===== config.mk =====
export PLATFORM = sky130hd
export DESIGN_NAME = sel_sequencer
export DESIGN_NICKNAME = d
export VERILOG_FILES = /design/src/rtl/sel_sequencer.sv
export SDC_FILE = /design/constraint.sdc
export NUM_CORES = 1
export LEC_CHECK = 0
export ABC_AREA = 1
export CORE_UTILIZATION = 57
export CTS_BUF_LIST = sky130_fd_sc_hd__clkbuf_4
export CTS_CLUSTER_SIZE = 20
export DETAILED_ROUTE_END_ITERATION = 12
export PLACE_DENSITY = 0.79
export SYNTH_ARGS = -nofsm -noshare
export SYNTH_HDL_FRONTEND = slang
export SYNTH_SLANG_ARGS = --single-unit

===== constraint.sdc =====
create_clock -name clk -period 2.6 [get_ports clk]
set_input_delay 0.65 -clock clk [delete_from_list [all_inputs] [get_ports clk]]
set_output_delay 0.65 -clock clk [all_outputs]
set_load 0.01 [all_outputs]

===== src/rtl/sel_sequencer.sv =====
// Timed select-code sweeper feeding the 1-to-2^n decoders: up/down sweep,
// programmable step interval, pass count, hold and abort; all outputs registered.
module sel_sequencer #(
  parameter int SEL_W  = 1,
  parameter int DIV_W  = 4,
  parameter int PASS_W = 4
) (
  input  logic              clk,
  input  logic              rst_n,
  input  logic              start,
  input  logic              stop,
  input  logic              hold,
  input  logic              dir,
  input  logic [DIV_W-1:0]  div,
  input  logic [PASS_W-1:0] passes,
  output logic [SEL_W-1:0]  sel,
  output logic              sel_valid,
  output logic              wrap,
  output logic              busy,
  output logic              done
);

  typedef enum logic [1:0] {IDLE, RUN, HOLD, DONE} state_t;

  localparam logic [SEL_W-1:0] SEL_MAX = '1;

  state_t              state;
  logic [DIV_W-1:0]    cnt;
  logic [PASS_W-1:0]   pass_cnt;
  logic                dir_q;
  logic [DIV_W-1:0]    div_q;
  logic [PASS_W-1:0]   passes_q;

  logic [SEL_W-1:0]    sel_first;
  logic [SEL_W-1:0]    sel_last;
  logic [PASS_W-1:0]   pass_next;
  logic                at_step;
  logic                at_term;
  logic                go_done;

  always_comb begin
    sel_first = dir_q ? SEL_MAX : '0;
    sel_last  = dir_q ? '0 : SEL_MAX;
    at_step   = (cnt == div_q);
    at_term   = (sel == sel_last);
    pass_next = (pass_cnt == '1) ? pass_cnt : pass_cnt + 1'b1;
    // Abort, or the terminal step of the final counted pass (never while held).
    go_done   = stop || (!hold && at_step && at_term &&
                         (passes_q != '0) && (pass_next == passes_q));
  end

  always_ff @(posedge clk or negedge rst_n) begin
    if (!rst_n) begin
      state     <= IDLE;
      sel       <= '0;
      sel_valid <= 1'b0;
      wrap      <= 1'b0;
      busy      <= 1'b0;
      done      <= 1'b0;
      cnt       <= '0;
      pass_cnt  <= '0;
      dir_q     <= 1'b0;
      div_q     <= '0;
      passes_q  <= '0;
    end else begin
      wrap <= 1'b0;
      done <= 1'b0;
      case (state)
        IDLE: begin
          if (start && !stop) begin
            state     <= RUN;
            dir_q     <= dir;
            div_q     <= div;
            passes_q  <= passes;
            sel       <= dir ? SEL_MAX : '0;
            sel_valid <= 1'b1;
            busy      <= 1'b1;
            cnt       <= '0;
            pass_cnt  <= '0;
          end
        end
        RUN, HOLD: begin
          if (go_done) begin
            state     <= DONE;
            done      <= 1'b1;
            sel_valid <= 1'b0;
            sel       <= '0;
            busy      <= 1'b0;
            if (!stop) pass_cnt <= pass_next;
          end else if (hold) begin
            state <= HOLD;
          end else begin
            // Leaving HOLD takes the step on the same edge, so each sampled
            // hold=1 edge freezes exactly one cycle.
            state <= RUN;
            if (at_step) begin
              cnt <= '0;
              if (at_term) begin
                pass_cnt <= pass_next;
                sel      <= sel_first;
                wrap     <= 1'b1;
              end else begin
                sel <= dir_q ? sel - 1'b1 : sel + 1'b1;
              end
            end else begin
              cnt <= cnt + 1'b1;
            end
          end
        end
        DONE: state <= IDLE;
        default: state <= IDLE;
      endcase
    end
  end

endmodule

==> run summary, run 1 <==
YOSYS
------------------------------------------------------------------------------------------
Top cell type's share of synthesized area                                           38.69%
Synth Cell Area                                                               0.001488 mm²
Top FF cell, synth                                                                 dfrtp_1
Per-instance average area after synthesis                                        8.405 µm²
Number of flip-flops and latches in the synthesized netlist                             23
Unique masters post-synth                                                               28
Cell types with the largest area share after synthesis                        dfrtp_1 39%, nand2_1 12%, nand4_1 5.9%
Part of the Yosys area used for sequential elements                                 38.69%
Synthesized instance count                                                             177
Most area-hungry cell type in the Yosys netlist                                    dfrtp_1
Ys async rst share                                                                  100.0%
Number of enable-type register cells in the synthesized netlist                          0
Number of warnings issued by yosys                                                       0
Synthesized netlist net count                                                          197

CLOCK TREE
------------------------------------------------------------------------------------------
Number of buffers on the longest clock path                                              2
CTS Root Cell                                                                     clkbuf_4
Number of buffers inserted during clock tree synthesis                                   3
CTS tree                                                                               yes
Cts hold-fix bufs                                                                        0
Setup bufs post-CTS                                                                      0
Clock sinks                                                                             23
Number of gates resized after cts                                                        0
Total number of H-tree levels                                                            1
Clk Latency, worst-skew pair                                                       0.31 ns
Clock edge transition at the registers on the reported setup and hold paths        0.13 ns

STA
------------------------------------------------------------------------------------------
Fin Clk Skew                                                                   0.007422 ns
Endpoints failing setup                                                                  0
Fin Setup TNS                                                                         0 ns
Unrepaired setup endpoints after global routing                                      false
Final Max Tran Viols                                                                     0
Final cycle utilization of the critical path                                        79.73%
Max Clock Freq                                                                  0.4824 GHz
Transition at the pin with the smallest max-transition slack                     0.4098 ns
Worst Hold Margin                                                                0.5502 ns
Hold violation total from the final report                                               0
Rel. slew slack                                                                     72.68%
Final min period                                                                  2.073 ns

SETUP PATH
------------------------------------------------------------------------------------------
Crit path kind                                                                     reg2reg
Launching element of the worst setup path                                     pass_cnt[0]$_DFFE_PN0P_
Data arrival, critical path                                                        2.27 ns
Critical path capture point type                                                 flip-flop
Data required time of the worst path                                               2.80 ns
Highest fanout seen on the critical path                                                 7
Critical Path Source Type                                                        flip-flop
Startpoint of the worst-slack reg-to-reg timing path                          pass_cnt[0]$_DFFE_PN0P_

LAYOUT
------------------------------------------------------------------------------------------
Post-layout net count                                                                  219
Number of filler cells placed in the layout                                            198
Fraction of layout cells with a size suffix above 1                                 16.16%
Layout overhead on the synthesized area                                             16.40%
Sequential Area                                                                  575.6 µm²
Area occupied by multi-input gates                                               814.5 µm²
Count of inserted antenna diode cells                                                    0

FLOORPLANNING
------------------------------------------------------------------------------------------
Die X                                                                             53.09 µm
Floorplan Core Area                                                           0.002477 mm²
Height of the die                                                                 53.09 µm
Die Footprint                                                                 0.002818 mm²
Total number of placement rows                                                          18
Starting density of the core                                                        60.05%
I/O pin cnt                                                                             19

GLOBAL ROUTING
------------------------------------------------------------------------------------------
GRT Overall Usage                                                                   23.92%
Wire length of the first global-routing pass                                       4850 µm
Pin count of the biggest net entering global routing                                    24
Antenna violations before repair                                                         0
GRT overflow                                                                             0
Number of global-route vias before repair                                             1145

PLACEMENT
------------------------------------------------------------------------------------------
HPWL reported at the end of detailed placement                                     2372 µm
Global placement routability congestion                                             0.8092
Buffers on Ports                                                                        18

PWR
------------------------------------------------------------------------------------------
Power, Total                                                                      1.975 mW
Total power per unit cell area                                                 1141 mW/mm²
Maximum vdd drop                                                                  1.072 mV
Leak pwr                                                                         0.8731 nW

DRT
------------------------------------------------------------------------------------------
Number of DRC violations after detailed routing                                          0
First-pass iteration count of the detailed router                                        5
Vias after detailed routing                                                           1277
Via-per-instance ratio                                                               5.601
Detailed-route wire length                                                         3026 µm
Number of DRC markers after the initial detailed-route iteration                        18
Routed len/inst                                                                   13.27 µm
Antenna-violating nets left                                                              0

OUTCOME
------------------------------------------------------------------------------------------
Result of the run                                                                completed

FLOW RUN
------------------------------------------------------------------------------------------
Maxcap violations                                                                        0

HOLD PATH
------------------------------------------------------------------------------------------
Start point of the worst hold path                                            div_q[3]$_DFFE_PN0P_
Class of the tightest hold or removal check                                        reg2reg

## cells in the mapped netlist (2+ instances only)
cell type,instances
nand2_4,3
nand3_1,7
buf_4,3
mux2_2,6
nand3_4,2
ha_1,6
nand2_2,3
nand3_2,2
nand2_1,46
xor2_1,4
nand4_1,14
a21oi_1,8
o21ai_0,2
dfrtp_1,23
xnor2_1,2
nand3b_1,2
inv_1,16
nor2_1,16
inv_2,3
## path summary, 6_finish.rpt
| path | endpoint | slack (ns) | cells past startpoint |
|---|---|---|---|
| max reg2reg | cnt[2]$_DFFE_PN0P_ | 0.53 | 13 |
| min | div_q[3]$_DFFE_PN0P_ | 0.55 | 1 |
| max | cnt[2]$_DFFE_PN0P_ | 0.53 | 13 |
| max in group asynchronous | wrap$_DFF_PN0_ | 1.70 | 2 |
| min reg2reg | div_q[3]$_DFFE_PN0P_ | 0.55 | 1 |
| min in group asynchronous | passes_q[3]$_DFFE_PN0P_ | 0.67 | 2 |
## registers in the layout, summed over array words and instances, names as in the netlist
register	count
busy	1
cnt	4
dir_q	1
div_q	4
done	1
pass_cnt	4
passes_q	4
sel	1
state	2
wrap	1
## cells by family (layout without fill, tap and decap cells)
family | Yosys count | count (layout) | share of synthesized area [%]
and+or+nand+nor | 100 | 100 | 36.50
DFF | 23 | 23 | 38.69
buffers and inverters | 23 | 44 | 6.560
AOI/OAI and AO/OA | 13 | 13 | 5.131
adders and majority gates | 6 | 6 | 5.046
xor gates and xnor gates | 6 | 6 | 3.532
muxes | 6 | 6 | 4.541
## layer usage
metal,global-route usage [%],vias to the layer above,routed length [µm]
met3,4.023,17,83
met2,41.77,36,1552
met5,0,-,0
met1,27.91,594,1285
met4,11.84,0,105
li1,-,630,-
## cell usage in the layout (no fill, tap or decap), drive strengths merged
cell	netlist	routed
a21oi	8	8
o21ai	3	3
nand4	15	15
nand3b	3	3
xnor2	2	2
or2	1	1
nor4	1	1
dfrtp	23	23
clkbuf	1	4
mux2	6	6
a21boi	1	1
inv	19	19
ha	6	6
xor2	4	4
clkdlybuf4s50	0	18
buf	3	3
nand3	11	11
nor2	17	17
a31oi	1	1
nand2	52	52
## power by group
part	switching (mW)	internal, mW
Sequential	0.134	0.498
Clock	0.107	0.0703
Combinational	0.694	0.471
Total	0.935	1.04
## worst max-delay path, stage by stage (launching register included)
cell,delay [ns]
dfrtp_1,0.47
ha_1,0.31
xnor2_1,0.28
nand2_1,0.08
nand2_1,0.08
nand2_1,0.05
nand2_1,0.10
nor2_4,0.05
nand2_4,0.11
nand2_4,0.06
nand2_4,0.10
nand3_4,0.09
nand2_1,0.10
nand2_1,0.07
## per-stage QoR
step           area (µm²)  std cells  worst slack [ns]  util [%]
6_report             1732        228            0.5269     69.90
5_1_grt              1732        228            0.3766     69.90
4_1_cts              1732        228            0.5566     69.90
3_5_place_dp         1702        224            0.2579     68.69
3_3_place_gp         1702        224            0.3448     68.69
2_1_floorplan        1488        177            0.7513         -
## area by class of cell
cell class | instances | area share (%)
Inverter | 19 | 4.118
Clock buffer | 4 | 1.734
Timing Repair Buffer | 21 | 11.71
Tap cell | 30 | 2.168
Multi-Input combinational cell | 131 | 47.04
Sequential cell | 23 | 33.24
(Power assumes the default switching activity.)
==> inputs of run 2 (changes only) <==
clock period = 2 ns   (was 2.6 ns; I/O delays follow)
==> run 2 against run 1 <==
  * Design area grew 3.3%
  * Cell count up 2.2%
  * Largest power group unchanged
  * Clock-buffer cell count is the same
  * Sequential cell count did not move
  * Global-route usage up 0.24 points
  * Clock skew down 0.0059 ns
  * Combinational power up 37%
==> run summary, run 2 (synthesized netlist as in run 1, its figures left out) <==
OUTCOME
------------------------------------------------------------------------------------------
Result of the run                                                                completed

STA
------------------------------------------------------------------------------------------
Max Clock Freq                                                                  0.5339 GHz
Final Max Tran Viols                                                                     0
Worst Hold Margin                                                                0.5328 ns
Rel. slew slack                                                                     77.98%
Unrepaired setup endpoints after global routing                                      false
Endpoints failing setup                                                                  0
Transition at the pin with the smallest max-transition slack                     0.3303 ns
Final min period                                                                  1.873 ns
Hold violation total from the final report                                               0
Fin Clk Skew                                                                   0.001487 ns
Fin Setup TNS                                                                         0 ns
Final cycle utilization of the critical path                                        93.66%

PWR
------------------------------------------------------------------------------------------
Cell Int Power                                                                    1.420 mW
Switching power share of the total                                                  46.36%
Combinational cell fraction of total power                                           60.6%
Clock Power Share                                                                     8.5%
Leak pwr                                                                         0.8962 nW
Fraction of power consumed by sequential logic                                       30.9%
Maximum vdd drop                                                                 0.8816 mV
Net switching component of the power                                              1.227 mW
Total power per unit cell area                                                 1479 mW/mm²

SETUP PATH
------------------------------------------------------------------------------------------
Depth of the worst register-to-register path                                            11
Endpoint of the most critical register-to-register path                       pass_cnt[0]$_DFFE_PN0P_
Largest delay contributor family on the critical path                         simple AND/OR/NAND/NOR gates
Highest fanout seen on the critical path                                                 6
Launching element of the worst setup path                                     pass_cnt[0]$_DFFE_PN0P_
Critical Path Sink                                                            pass_cnt[0]$_DFFE_PN0P_
Data arrival, critical path                                                        2.08 ns
Critical Path Source Type                                                        flip-flop
Data required time of the worst path                                               2.20 ns
Cell occurring most often along the worst timing path                              nand2_1
Startpoint of the worst-slack reg-to-reg timing path                          pass_cnt[0]$_DFFE_PN0P_
Master of the slowest instance on the critical path                                dfrtp_1
Count of buffer and inverter cells on the critical path                                  0
Critical path capture point type                                                 flip-flop
Crit path cell chain                                                          ha_4 -> xnor2_1 -> nand3b_1 -> nand2_1 -> nand2_1 -> nor2_4 -> nand2_4 -> nand3b_4 -> nand3_4 -> nand2_1 -> nand2_1
Worst reg2reg setup slack                                                          0.13 ns
Crit path kind                                                                     reg2reg
Crit. path cell count                                                                   11
Max incr delay on CP                                                               0.44 ns

CLOCK TREE
------------------------------------------------------------------------------------------
Number of gates resized after cts                                                        0
Clock edge transition at the registers on the reported setup and hold paths        0.12 ns
CTS Root Cell                                                                     clkbuf_4
Number of buffers inserted during clock tree synthesis                                   3
CTS tree                                                                               yes
Cts hold-fix bufs                                                                        0
Clock sinks                                                                             23
Setup bufs post-CTS                                                                      0
Total number of H-tree levels                                                            1
Clk Latency, worst-skew pair                                                       0.30 ns
Number of buffers on the longest clock path                                              2

FLOORPLANNING
------------------------------------------------------------------------------------------
Total number of placement rows                                                          18
Floorplan Core Area                                                           0.002477 mm²
Height of the die                                                                 53.09 µm
Die X                                                                             53.09 µm
Die Footprint                                                                 0.002818 mm²
I/O pin cnt                                                                             19
Starting density of the core                                                        60.05%

DRT
------------------------------------------------------------------------------------------
Antenna-violating nets left                                                              0
Routed len/inst                                                                   13.26 µm
Number of DRC violations after detailed routing                                          0
First-pass iteration count of the detailed router                                        4
Via-per-instance ratio                                                               5.399
Vias after detailed routing                                                           1258
Number of DRC markers after the initial detailed-route iteration                        30
Detailed-route wire length                                                         3089 µm

HOLD PATH
------------------------------------------------------------------------------------------
Class of the tightest hold or removal check                                       in2async

GLOBAL ROUTING
------------------------------------------------------------------------------------------
Pin count of the biggest net entering global routing                                    24
Wire length of the first global-routing pass                                       4864 µm
Antenna violations before repair                                                         0
GRT Overall Usage                                                                   24.17%
Number of global-route vias before repair                                             1165
GRT overflow                                                                             0

LAYOUT
------------------------------------------------------------------------------------------
Count of inserted antenna diode cells                                                    0
Fraction of layout cells with a size suffix above 1                                 18.72%
Post-layout net count                                                                  224
Commonest non-fill, non-tap cell in the layout                                     nand2_1
Most frequent cells in the layout                                             46 x nand2_1, 23 x dfrtp_1, 18 x clkdlybuf4s50_1, 16 x inv_1, 16 x nor2_1
Post-layout instance count excluding filler cells                                      233
Layout overhead on the synthesized area                                             20.27%

PLACEMENT
------------------------------------------------------------------------------------------
Global placement routability congestion                                             0.8142
Buffers on Ports                                                                        18
HPWL reported at the end of detailed placement                                     2423 µm
Cell Count Post-Placement                                                              229

FLOW RUN
------------------------------------------------------------------------------------------
Maxcap violations                                                                        0

-- run 2: worst min path at each step --
stage | slack [ns] | to | depth (start not counted) | from
2_1_floorplan | 0.20 | busy$_DFFE_PN0P_ | 0 | rst_n
3_3_place_gp | 0.50 | busy$_DFFE_PN0P_ | 2 | busy$_DFFE_PN0P_
3_5_place_dp | 0.52 | busy$_DFFE_PN0P_ | 2 | busy$_DFFE_PN0P_
4_1_cts | 0.53 | pass_cnt[2]$_DFFE_PN0P_ | 2 | rst_n
5_1_grt | 0.56 | pass_cnt[2]$_DFFE_PN0P_ | 2 | rst_n
6_report | 0.53 | passes_q[1]$_DFFE_PN0P_ | 2 | rst_n
-- run 2: power groups by stage --
stage                     clock network (mW)  logic (mW)  registers (mW)
after CTS                              0.233        1.60           0.806
after global placement                     0        1.52           0.804
after floorplan                            0        1.19           0.785
final                                  0.224        1.60           0.818
after detailed placement                   0        1.59           0.818
after global routing                   0.251        1.78           0.844
-- run 2: per-stage QoR --
| step | util, % | power (mW) | instance area, µm² | setup slack (ns) |
|---|---|---|---|---|
| after CTS | 71.41 | 2.637 | 1769 | 0.03900 |
| after detailed placement | 70.20 | 2.409 | 1739 | 0.05438 |
| final | 72.22 | 2.647 | 1789 | 0.1269 |
| after floorplan | - | 1.972 | 1488 | 0.1751 |
| after global routing | 72.22 | 2.876 | 1789 | 0.003144 |
| after global placement | 70.20 | 2.327 | 1739 | 0.1489 |
-- run 2: metal layers --
layer / GRT usage [%] / vias to the layer above / share of wire, %
li1: - / 636 / -
met1: 25.93 / 591 / 41
met2: 47.89 / 25 / 55
met3: 3.736 / 6 / 2.4
met4: 6.140 / 0 / 0.94
met5: 0 / - / 0
-- run 2: layout make-up --
cell class | count | area [µm²]
sequential | 23 | 575.6
multi-input combinational | 131 | 834.6
timing repair buffer | 26 | 240.2
fill | 195 | 688.2
clock buffer | 4 | 30.03
inverter | 19 | 71.32
tap | 30 | 37.54
-- run 2: worst register-to-register path, delay by kind of cell (launching register included) --
family | cells | cell delay [ns]
xor gates and xnor gates | 1 | 0.26
adders and majority gates | 1 | 0.21
DFF | 1 | 0.44
and+or+nand+nor | 9 | 0.85
==> inputs of run 3 (changes only) <==
GPL_ROUTABILITY_DRIVEN = 0   (was default)
==> results of run 3 <==
Final layout, timing and power as in run 2 (identical DEF).
